### config.mk
export PLATFORM = sky130hd
export DESIGN_NAME = fetch_queue_flat
export DESIGN_NICKNAME = d
export VERILOG_FILES = /design/src/rtl/fetch_queue_if.sv /design/src/rtl/fetch_queue.sv /design/src/flat_wrapper.sv
export SDC_FILE = /design/constraint.sdc
export NUM_CORES = 1
export LEC_CHECK = 0
export BUFFER_PORTS_ARGS = -buffer_cell sky130_fd_sc_hd__clkbuf_2
export CAP_MARGIN = 25
export CORE_MARGIN = 5
export CORE_UTILIZATION = 52
export CTS_CLUSTER_DIAMETER = 40
export DETAILED_ROUTE_END_ITERATION = 10
export GPL_TIMING_DRIVEN = 0
export PLACE_DENSITY = 0.83
export SETUP_SLACK_MARGIN = 0.3
export SLEW_MARGIN = 20
export SYNTH_ARGS = -nofsm -noshare
export SYNTH_HDL_FRONTEND = slang
export SYNTH_SLANG_ARGS = --single-unit
### constraint.sdc
create_clock -name clk -period 2.78 [get_ports clk]
set_clock_uncertainty 0.15 [all_clocks]
set_input_delay 0 -clock clk [delete_from_list [all_inputs] [get_ports clk]]
set_output_delay 0 -clock clk [all_outputs]
set_load 0.005 [all_outputs]
### src/rtl/fetch_queue_if.sv
// -----------------------------------------------------------------------------
// fetch_queue_if
// Bundle of the fetch front end's external signals: redirect port, IMEM
// (BRAM Port A) request/response, and the ID-side valid/ready handshake.
//   master : the fetch_queue side (drives imem_req/addr, id_* outputs)
//   slave  : the environment side (EX redirect, BRAM, decode stage)
// Ports carried:
//   redirect_valid, redirect_pc   : flush/restart request from EX
//   misalign_err                  : redirect target had non-zero low bits
//   imem_req, imem_addr           : fetch request to BRAM
//   imem_rdata                    : BRAM read data, one cycle after imem_req
//   id_valid, id_ready            : handshake towards decode
//   id_instr, id_pc               : queue head contents
//   occupancy                     : number of valid queue entries
// -----------------------------------------------------------------------------
interface fetch_queue_if #(
    parameter int unsigned XLEN  = 32,
    parameter int unsigned DEPTH = 4
);
    localparam int unsigned CNT_W = $clog2(DEPTH + 1);

    logic              redirect_valid;
    logic [XLEN-1:0]   redirect_pc;
    logic              misalign_err;
    logic              imem_req;
    logic [XLEN-1:0]   imem_addr;
    logic [31:0]       imem_rdata;
    logic              id_valid;
    logic              id_ready;
    logic [31:0]       id_instr;
    logic [XLEN-1:0]   id_pc;
    logic [CNT_W-1:0]  occupancy;

    modport master (
        input  redirect_valid, redirect_pc, imem_rdata, id_ready,
        output misalign_err, imem_req, imem_addr, id_valid, id_instr, id_pc,
               occupancy
    );

    modport slave (
        output redirect_valid, redirect_pc, imem_rdata, id_ready,
        input  misalign_err, imem_req, imem_addr, id_valid, id_instr, id_pc,
               occupancy
    );
endinterface

### src/rtl/fetch_queue.sv
// -----------------------------------------------------------------------------
// fetch_queue
// Prefetching PC generator plus a DEPTH-entry instruction queue for the RV32
// pipeline. Requests go to a synchronous BRAM with 1-cycle read latency; the
// returning word is tagged with its PC and queued. Decode pops (instr, pc)
// pairs over valid/ready. A redirect flushes the queue, discards the response
// arriving in the same cycle, and immediately issues a fetch at the target.
// Ports:
//   clk   : clock
//   rst_n : asynchronous active-low reset
//   bus   : fetch_queue_if.master (redirect, IMEM and ID handshake signals)
// -----------------------------------------------------------------------------
module fetch_queue #(
    parameter int unsigned     XLEN     = 32,
    parameter int unsigned     DEPTH    = 4,
    parameter logic [XLEN-1:0] RESET_PC = '0
) (
    input  logic          clk,
    input  logic          rst_n,
    fetch_queue_if.master bus
);
    localparam int unsigned PTR_W = $clog2(DEPTH);
    localparam int unsigned CNT_W = $clog2(DEPTH + 1);
    localparam logic [31:0] NOP   = 32'h0000_0013;

    logic [XLEN-1:0]  r_fetch_pc;
    logic             r_inflight;
    logic [XLEN-1:0]  r_inflight_pc;
    logic [PTR_W-1:0] r_head;
    logic [PTR_W-1:0] r_tail;
    logic [CNT_W-1:0] r_count;

    logic [31:0]      r_mem_instr [DEPTH];
    logic [XLEN-1:0]  r_mem_pc    [DEPTH];

    logic             w_id_valid;
    logic             w_pop;
    logic             w_push;
    logic [CNT_W:0]   w_free;
    logic             w_credit;
    logic [XLEN-1:0]  w_redir_pc;

    always_comb begin
        w_id_valid = (r_count != '0);
        // A redirect cycle never consumes the head, even if ID is ready.
        w_pop      = w_id_valid & bus.id_ready & ~bus.redirect_valid;
        // The response landing in a redirect cycle belongs to the old path.
        w_push     = r_inflight & ~bus.redirect_valid;
        // Slots not yet spoken for: in-flight request already owns one, a pop
        // this cycle frees one. count + inflight never exceeds DEPTH, so this
        // cannot underflow.
        w_free     = (CNT_W+1)'(DEPTH) - {1'b0, r_count}
                   - (CNT_W+1)'(r_inflight) + (CNT_W+1)'(w_pop);
        w_credit   = (w_free != '0);
        w_redir_pc = {bus.redirect_pc[XLEN-1:2], 2'b00};
    end

    assign bus.misalign_err = bus.redirect_valid & (|bus.redirect_pc[1:0]);
    // Gated by rst_n so no request is presented while held in reset.
    assign bus.imem_req     = rst_n & (bus.redirect_valid | w_credit);
    assign bus.imem_addr    = bus.redirect_valid ? w_redir_pc : r_fetch_pc;
    assign bus.id_valid     = w_id_valid;
    assign bus.id_instr     = w_id_valid ? r_mem_instr[r_head] : NOP;
    assign bus.id_pc        = w_id_valid ? r_mem_pc[r_head] : '0;
    assign bus.occupancy    = r_count;

    always_ff @(posedge clk or negedge rst_n) begin
        if (!rst_n) begin
            r_fetch_pc    <= RESET_PC;
            r_inflight    <= 1'b0;
            r_inflight_pc <= '0;
            r_head        <= '0;
            r_tail        <= '0;
            r_count       <= '0;
        end else if (bus.redirect_valid) begin
            r_head        <= '0;
            r_tail        <= '0;
            r_count       <= '0;
            r_fetch_pc    <= w_redir_pc + XLEN'(4);
            r_inflight    <= 1'b1;
            r_inflight_pc <= w_redir_pc;
        end else begin
            if (w_push) begin
                r_tail <= r_tail + PTR_W'(1);
            end
            if (w_pop) begin
                r_head <= r_head + PTR_W'(1);
            end
            r_count <= r_count + CNT_W'(w_push) - CNT_W'(w_pop);
            if (w_credit) begin
                r_fetch_pc    <= r_fetch_pc + XLEN'(4);
                r_inflight    <= 1'b1;
                r_inflight_pc <= r_fetch_pc;
            end else begin
                r_inflight    <= 1'b0;
            end
        end
    end

    // Queue storage carries no reset; validity is tracked by r_count alone.
    always_ff @(posedge clk) begin
        if (w_push) begin
            r_mem_instr[r_tail] <= bus.imem_rdata;
            r_mem_pc[r_tail]    <= r_inflight_pc;
        end
    end
endmodule

### src/flat_wrapper.sv
// flat-port wrapper written by rule: the top's interface ports become plain ports
module fetch_queue_flat 
#(
    parameter int unsigned     XLEN     = 32,
    parameter int unsigned     DEPTH    = 4,
    parameter logic [XLEN-1:0] RESET_PC = '0
)
  (clk, rst_n, bus_redirect_valid, bus_redirect_pc, bus_imem_rdata, bus_id_ready, bus_misalign_err, bus_imem_req, bus_imem_addr, bus_id_valid, bus_id_instr, bus_id_pc, bus_occupancy);
  fetch_queue_if #(.XLEN(XLEN), .DEPTH(DEPTH)) bus_i ();
  input  logic clk;
  input  logic rst_n;
  input wire logic [$bits(bus_i.redirect_valid)-1:0] bus_redirect_valid;
  input wire logic [$bits(bus_i.redirect_pc)-1:0] bus_redirect_pc;
  input wire logic [$bits(bus_i.imem_rdata)-1:0] bus_imem_rdata;
  input wire logic [$bits(bus_i.id_ready)-1:0] bus_id_ready;
  output wire logic [$bits(bus_i.misalign_err)-1:0] bus_misalign_err;
  output wire logic [$bits(bus_i.imem_req)-1:0] bus_imem_req;
  output wire logic [$bits(bus_i.imem_addr)-1:0] bus_imem_addr;
  output wire logic [$bits(bus_i.id_valid)-1:0] bus_id_valid;
  output wire logic [$bits(bus_i.id_instr)-1:0] bus_id_instr;
  output wire logic [$bits(bus_i.id_pc)-1:0] bus_id_pc;
  output wire logic [$bits(bus_i.occupancy)-1:0] bus_occupancy;
  assign bus_i.redirect_valid = bus_redirect_valid;
  assign bus_i.redirect_pc = bus_redirect_pc;
  assign bus_i.imem_rdata = bus_imem_rdata;
  assign bus_i.id_ready = bus_id_ready;
  assign bus_misalign_err = bus_i.misalign_err;
  assign bus_imem_req = bus_i.imem_req;
  assign bus_imem_addr = bus_i.imem_addr;
  assign bus_id_valid = bus_i.id_valid;
  assign bus_id_instr = bus_i.id_instr;
  assign bus_id_pc = bus_i.id_pc;
  assign bus_occupancy = bus_i.occupancy;
  fetch_queue #(.XLEN(XLEN), .DEPTH(DEPTH), .RESET_PC(RESET_PC)) u_core (.clk(clk), .rst_n(rst_n), .bus(bus_i));
endmodule
# Yosys cells after proc, flatten, opt, wreduce, memory -nomap -nowiden
# Memory sizes are Yosys's and may differ from the RTL's.
# Index checks and enable logic that the tools add are counted.
totals:
  register_bits: 72
  mem_bits_rw: 256
  in_bits: 68
  output_inout_bits: 102
  word_cells: 46
  mem_count: 2
mem_list:
  columns: ["memory", "words", "word_bits", "read_ports", "rd_ports_with_merged_regs", "wr", "line_no", "text"]
  rows:
  - ["u_core.r_mem_instr", 4, 32, 1, 0, 1, "fetch_queue.sv:33", "logic [31:0] r_mem_instr [DEPTH];"]
  - ["u_core.r_mem_pc", 4, 32, 1, 0, 1, "fetch_queue.sv:34", "logic [XLEN-1:0] r_mem_pc [DEPTH];"]
op_classes:
  add_sub_neg: 9
  n_mux: 16
  bitwise: 7
  reduce_logical: 6
op_table:
  columns: ["cell", "n"]
  rows:
  - ["$mux 32", 7]
  - ["$add 32x3->32 const B", 2]
  - ["$mux 2", 4]
  - ["$reduce_bool 2->1", 3]
  - ["$and 1x1->1", 5]
  - ["$add 2x1->2 const B", 2]
  - ["$add 4x1->4", 1]
  - ["$mux 1", 4]
  - ["$reduce_bool 4->1", 1]
  - ["$sub 3x3->4 const A", 1]
  - ["$sub 4x1->4", 1]
  - ["$add 3x1->3", 1]
  - ["$mux 3", 1]
  - ["$reduce_bool 3->1", 1]
  - ["$sub 3x1->3", 1]
  - ["$reduce_or 2->1", 1]
  - ["$not 1->1", 1]
  - ["$or 1x1->1", 1]

# Depth between registers and ports, before layout
logic_depth:
  ltp_word: 7
  mapped_depth: 15
  mapped_depth_nobuf: 9

# Worst setup path before layout
# Ideal clock, no wire load.
synth_timing:
  path_type: "input port to flip-flop"
  from: "in bus_redirect_valid"
  to: "mem u_core.r_mem_instr[0][0] (enable)"
  setup_ns: 0.427
  arrival_time_ns: 2.311
  required_ns: 2.203
  setup_slack_ns: -0.108
  cell_stages: 6
  path_buffers: 4
  cell_sequence: "buf_6 > buf_6 > buf_2 > buf_2 > nor2_1 > and2_1"
synth_via:
  elab_chain_len: 4
synth_rtl:
  columns: ["element", "line_no", "text"]
  rows:
  - ["start: declaration", "flat_wrapper.sv:12", "input wire logic [$bits(bus_i.redirect_valid)-1:0] bus_redirect_valid;"]
  - ["$not 1->1", "fetch_queue.sv:48", "w_push = r_inflight & ~bus.redirect_valid;"]
  - ["$and 1x1->1", "fetch_queue.sv:48", null]
  - ["$mux 1", "fetch_queue.sv:102", "if (w_push) begin"]
  - ["$mux 1 (not written as such)", "fetch_queue.sv:103", "r_mem_instr[r_tail] <= bus.imem_rdata;"]
  - ["end: declaration", "fetch_queue.sv:33", null]
# No other way between the ends.

# Worst setup path in the final report
layout_timing:
  from: "reg u_core.r_count[0], in the netlist u_core.bus.occupancy[0]"
  to: "out bus_imem_req"
layout_via:
  elab_chain_len: 7
  elab_cells_between_ends: 9
  cone_classes: "add/sub (3); bitwise (4); reduce/logical (2)"
layout_rtl:
  columns: ["element", "line_no", "text"]
  rows:
  - ["start: declaration", "fetch_queue.sv:31", "logic [CNT_W-1:0] r_count;"]
  - ["start signal: assignment", "fetch_queue.sv:89", "r_count <= r_count + CNT_W'(w_push) - CNT_W'(w_pop);"]
  - ["parallel branches: the longest is 3 deep, another holds $sub 3x3->4", null, null]
  - ["$add 4x1->4 (*)", "fetch_queue.sv:53", "- (CNT_W+1)'(r_inflight) + (CNT_W+1)'(w_pop);"]
  - ["$reduce_bool 4->1 (*)", "fetch_queue.sv:54", "w_credit = (w_free != '0);"]
  - ["$or 1x1->1 (*)", "fetch_queue.sv:60", "assign bus.imem_req = rst_n & (bus.redirect_valid | w_credit);"]
  - ["$and 1x1->1 (*)", "fetch_queue.sv:60", null]
  - ["end: declaration", "flat_wrapper.sv:17", "output wire logic [$bits(bus_i.imem_req)-1:0] bus_imem_req;"]
# Mark *: on every way between the ends.

==> impl_metrics.ini <==
[pwr]
irDropWorstVdd_mv = 0.738
leakage_uw = 0.00679
p_per_area_nw_per_um2 = 1020
finalPower_uw = 18100

[routing]
drt_pass1_iterations = 5
routed_wl_um = 34400
vias = 8681
drcViolationCount = 0
via_per_inst = 5.81
avgRoutedWirePerCell_um = 23.0
detail-route-antenna-nets = 0
drt_iter0_drc = 1047

[global_routing]
grt_pass1_vias = 9000
grt_usage_pct = 22.6
busiest_layer = met2
use_met2_pct = 38.7
grt_max_degree = 50
grt-ovfl-total = 0
grt_pass1_wl_um = 50300
grt_use_met3_pct = 4.19
met1_usage_pct = 29.3
antenna_found_initial = 0

[floorplan]
start_util_pct = 52.6
coreArea_um2 = 25100
dieWidth_um = 169
placementRows = 58
ios = 170
die_h_um = 169
dieArea_um2 = 28700

[clock_network]
ctsRootBufferMaster = clkbuf_16
cts_buffers = 40
clk_path_buf_depth = 3
cts_tree = yes
htreeDepth = 2
cts.sinks = 316
insertion_delay_ns = 0.53
clk_transition_reported_paths_ns = 0.05

[setup_path]
crit_path_frequent_cell = buf_6
critPathMaxStageDelay_ns = 0.45
slowest_stage = dfrtp_2
endpoint_kind = output port
r2r-start = u_core.bus.occupancy[0]
r2r-end = u_core.bus.occupancy[2]
cp_max_fo = 4
startpoint_type = flop
path_buf_inv = 4
required_ns = 2.63
crit_arrival_ns = 2.55
ff2ff_setup_slack_ns = 0.08
critical-path-top-delay-family = compound AO/OA/AOI/OAI gates
ff2ff_path_depth = 14
critical_path_class = reg -> out
path_cells = o31ai_4 -> nor2_2 -> a21o_1 -> ha_4 -> xnor2_2 -> and3_4 -> buf_6 -> inv_6 -> buf_8 -> and2_4 -> buf_6

[yosys]
synth_fa_ha_area_share_pct = 0.910
async_reset_ff_share_pct = 21.5
muxShareOfSynthArea_pct = 13.3
synth_top_family_by_area = multiplexers
synthXorXnorAreaFrac_pct = 1.53
mappedNetlistArea_um2 = 13200
yosysSeqAreaShare_pct = 69.3
netlist.top_cell.by_area = edfxtp_1
netlist_instances = 812
synth_top_area_share_pct = 56.4
synthTopCellsByArea = edfxtp_1 (56%), dfrtp_1 (13%), mux4_2 (11%)
synth.avg_cell_area_um2 = 16.3
synth_ff_type = edfxtp_1
yosys.area_share.simple_pct = 8.90
netlist-cell-type-count = 53
yosys_warnings = 0
synth_edf_count = 248
ys_ff_latch = 316
synth_compound_area_share_pct = 3.63

[status]
outcome = finished clean

[layout]
diodes = 0
nFillCells = 1569
drive_gt1_share_pct = 41.8
syn_to_final_growth_pct = 34.6
layout.nets = 1210

[job]
drv_cap = 0

[hold_path]
worstHoldStart = bus_imem_rdata[29]
whs_path_depth = 2
hold_end = u_core.r_mem_instr[2][29]
hp-class = in -> reg

[sta]
worst_slack_ns = 0.0771
maxSlewHeadroom_pct = 56.3
timing.hold.ws_ns = 0.0843
min_period_over_period_pct = 97.2
setup_viol = 0
hold_violations = 0
max_freq_mhz = 370
tightest_slew_ns = 0.637
slew_violations = 0
rsz0062_at_grt = true
min_period_ns = 2.70

[placement]
routabilityCongestion = 0.897
port_buffers = 165
hpwl_um = 19600
dp_slack_ns = -0.487
cell families (layout without fill, tap and decap cells):
family,after synthesis,in the layout
buffers and inverters,71,420
adder cells (fa/ha/maj),9,9
multiplexers,95,95
XOR/XNOR,23,23
flip-flops,316,316
AND/OR/NAND/NOR,224,224
AO/OA/AOI/OAI,73,73
other,1,4
flip-flops by register name, indices dropped and copies added (netlist names):
| register | count |
|---|---|
| u_core.r_mem_pc | 120 |
| u_core.r_inflight | 1 |
| u_core.r_fetch_pc | 30 |
| u_core.bus.occupancy | 3 |
| u_core.r_inflight_pc | 30 |
| u_core.r_head | 2 |
| u_core.r_mem_instr | 128 |
| u_core.r_tail | 2 |
power breakdown:
group          leakage, uW  internal [uW]  switching [uW]  total [uW]
sequential         0.00307           6490             689        7180
clock             0.000653           3080            2000        5080
combinational      0.00306           2860            2940        5800
per-stage QoR:
stage / util, % / area (um2) / setup TNS (ns) / instances
global placement: 57.6 / 14500 / -95.78 / 1310
floorplan: - / 13200 / 0 / 815
CTS: 68.7 / 17200 / 0 / 1483
finish: 70.8 / 17800 / 0 / 1494
detailed placement: 58.1 / 14600 / -26.54 / 1315
global route: 70.8 / 17800 / 0 / 1494
Yosys cell counts (all sizes together) (2+ instances only):
cell type    n
a211oi       2
a21o         3
a21oi       37
a22oi        2
a31oi        3
and2        68
and3         5
and4         2
buf         26
clkbuf      21
dfrtp       68
edfxtp     248
ha           8
inv         23
mux2        17
mux2i       16
mux4        62
nand2       30
nand3        9
nand3b       2
nand4       14
nand4b       7
nor2        75
nor3         3
nor4         4
o21a         2
o21ai        5
o31a         2
o31ai       12
or2          3
xnor2       15
xor2         8
repair_timing:
item | 4_1_cts | 5_1_grt
gates resized for setup | 104 | 96
setup buffers | 22 | 7
setup endpoints to repair | 125 | 97
hold endpoints to repair | 256 | 0
gates cloned | 4 | 3
pin swaps | 15 | 14
hold buffers | 69 | 0
how the worst max path moves through the flow:
stage	startpoint	to	slack, ns	cells after the start
after floorplan	u_core.bus.occupancy[0]	u_core.r_inflight_pc[20]	0.31	10
after global placement	bus_redirect_valid	u_core.r_inflight_pc[25]	-0.45	16
after detailed placement	bus_redirect_valid	u_core.r_fetch_pc[25]	-0.49	16
after CTS	u_core.bus.occupancy[0]	u_core.bus.occupancy[2]	0.08	14
after global routing	u_core.bus.occupancy[0]	bus_imem_req	0.01	11
final	u_core.bus.occupancy[0]	bus_imem_req	0.08	11
metal layers:
metal / vias to the layer above / wire length [um]
li1: 3737 / -
met1: 4312 / 13000
met2: 522 / 17200
met3: 110 / 2810
met4: 0 / 1390
met5: - / 0
final cells by class:
type / instances / area, um2 / area share (%)
buffer: 47 / 442 / 2.49
clock buffer: 49 / 1080 / 6.06
clock inverter: 24 / 243 / 1.37
inverter: 24 / 95.1 / 0.535
multi-input combinational: 428 / 4270 / 24.0
sequential: 316 / 9150 / 51.5
tap: 330 / 413 / 2.32
timing repair buffer: 276 / 2080 / 11.7
cells in the final DEF (no fill, tap or decap), types with 4 or more instances in the layout:
cell type      instances
clkinv_1               4
a21oi_4                5
mux4_2                62
nor2_2                 5
clkbuf_2             175
ha_1                   7
and2_1                63
nand2_1               24
edfxtp_1             248
dlygate4sd3_1         69
nor2_4                13
clkbuf_16             47
a21oi_2               20
buf_8                  6
clkinv_2               5
nor2_1                57
nand4_1               14
buf_4                 29
mux2i_1               15
inv_1                 20
nand2_4                4
dfrtp_1               65
o31ai_4               12
mux2_2                15
xnor2_1               13
nand3_1                8
buf_12                11
nand4b_1               6
inv_6                 11
conb_1                 4
clkbuf_1              10
and2_4                 5
a21oi_1               12
buf_6                 15
xor2_1                 8
buf_2                  4
Power figures use the tool's default switching activity.
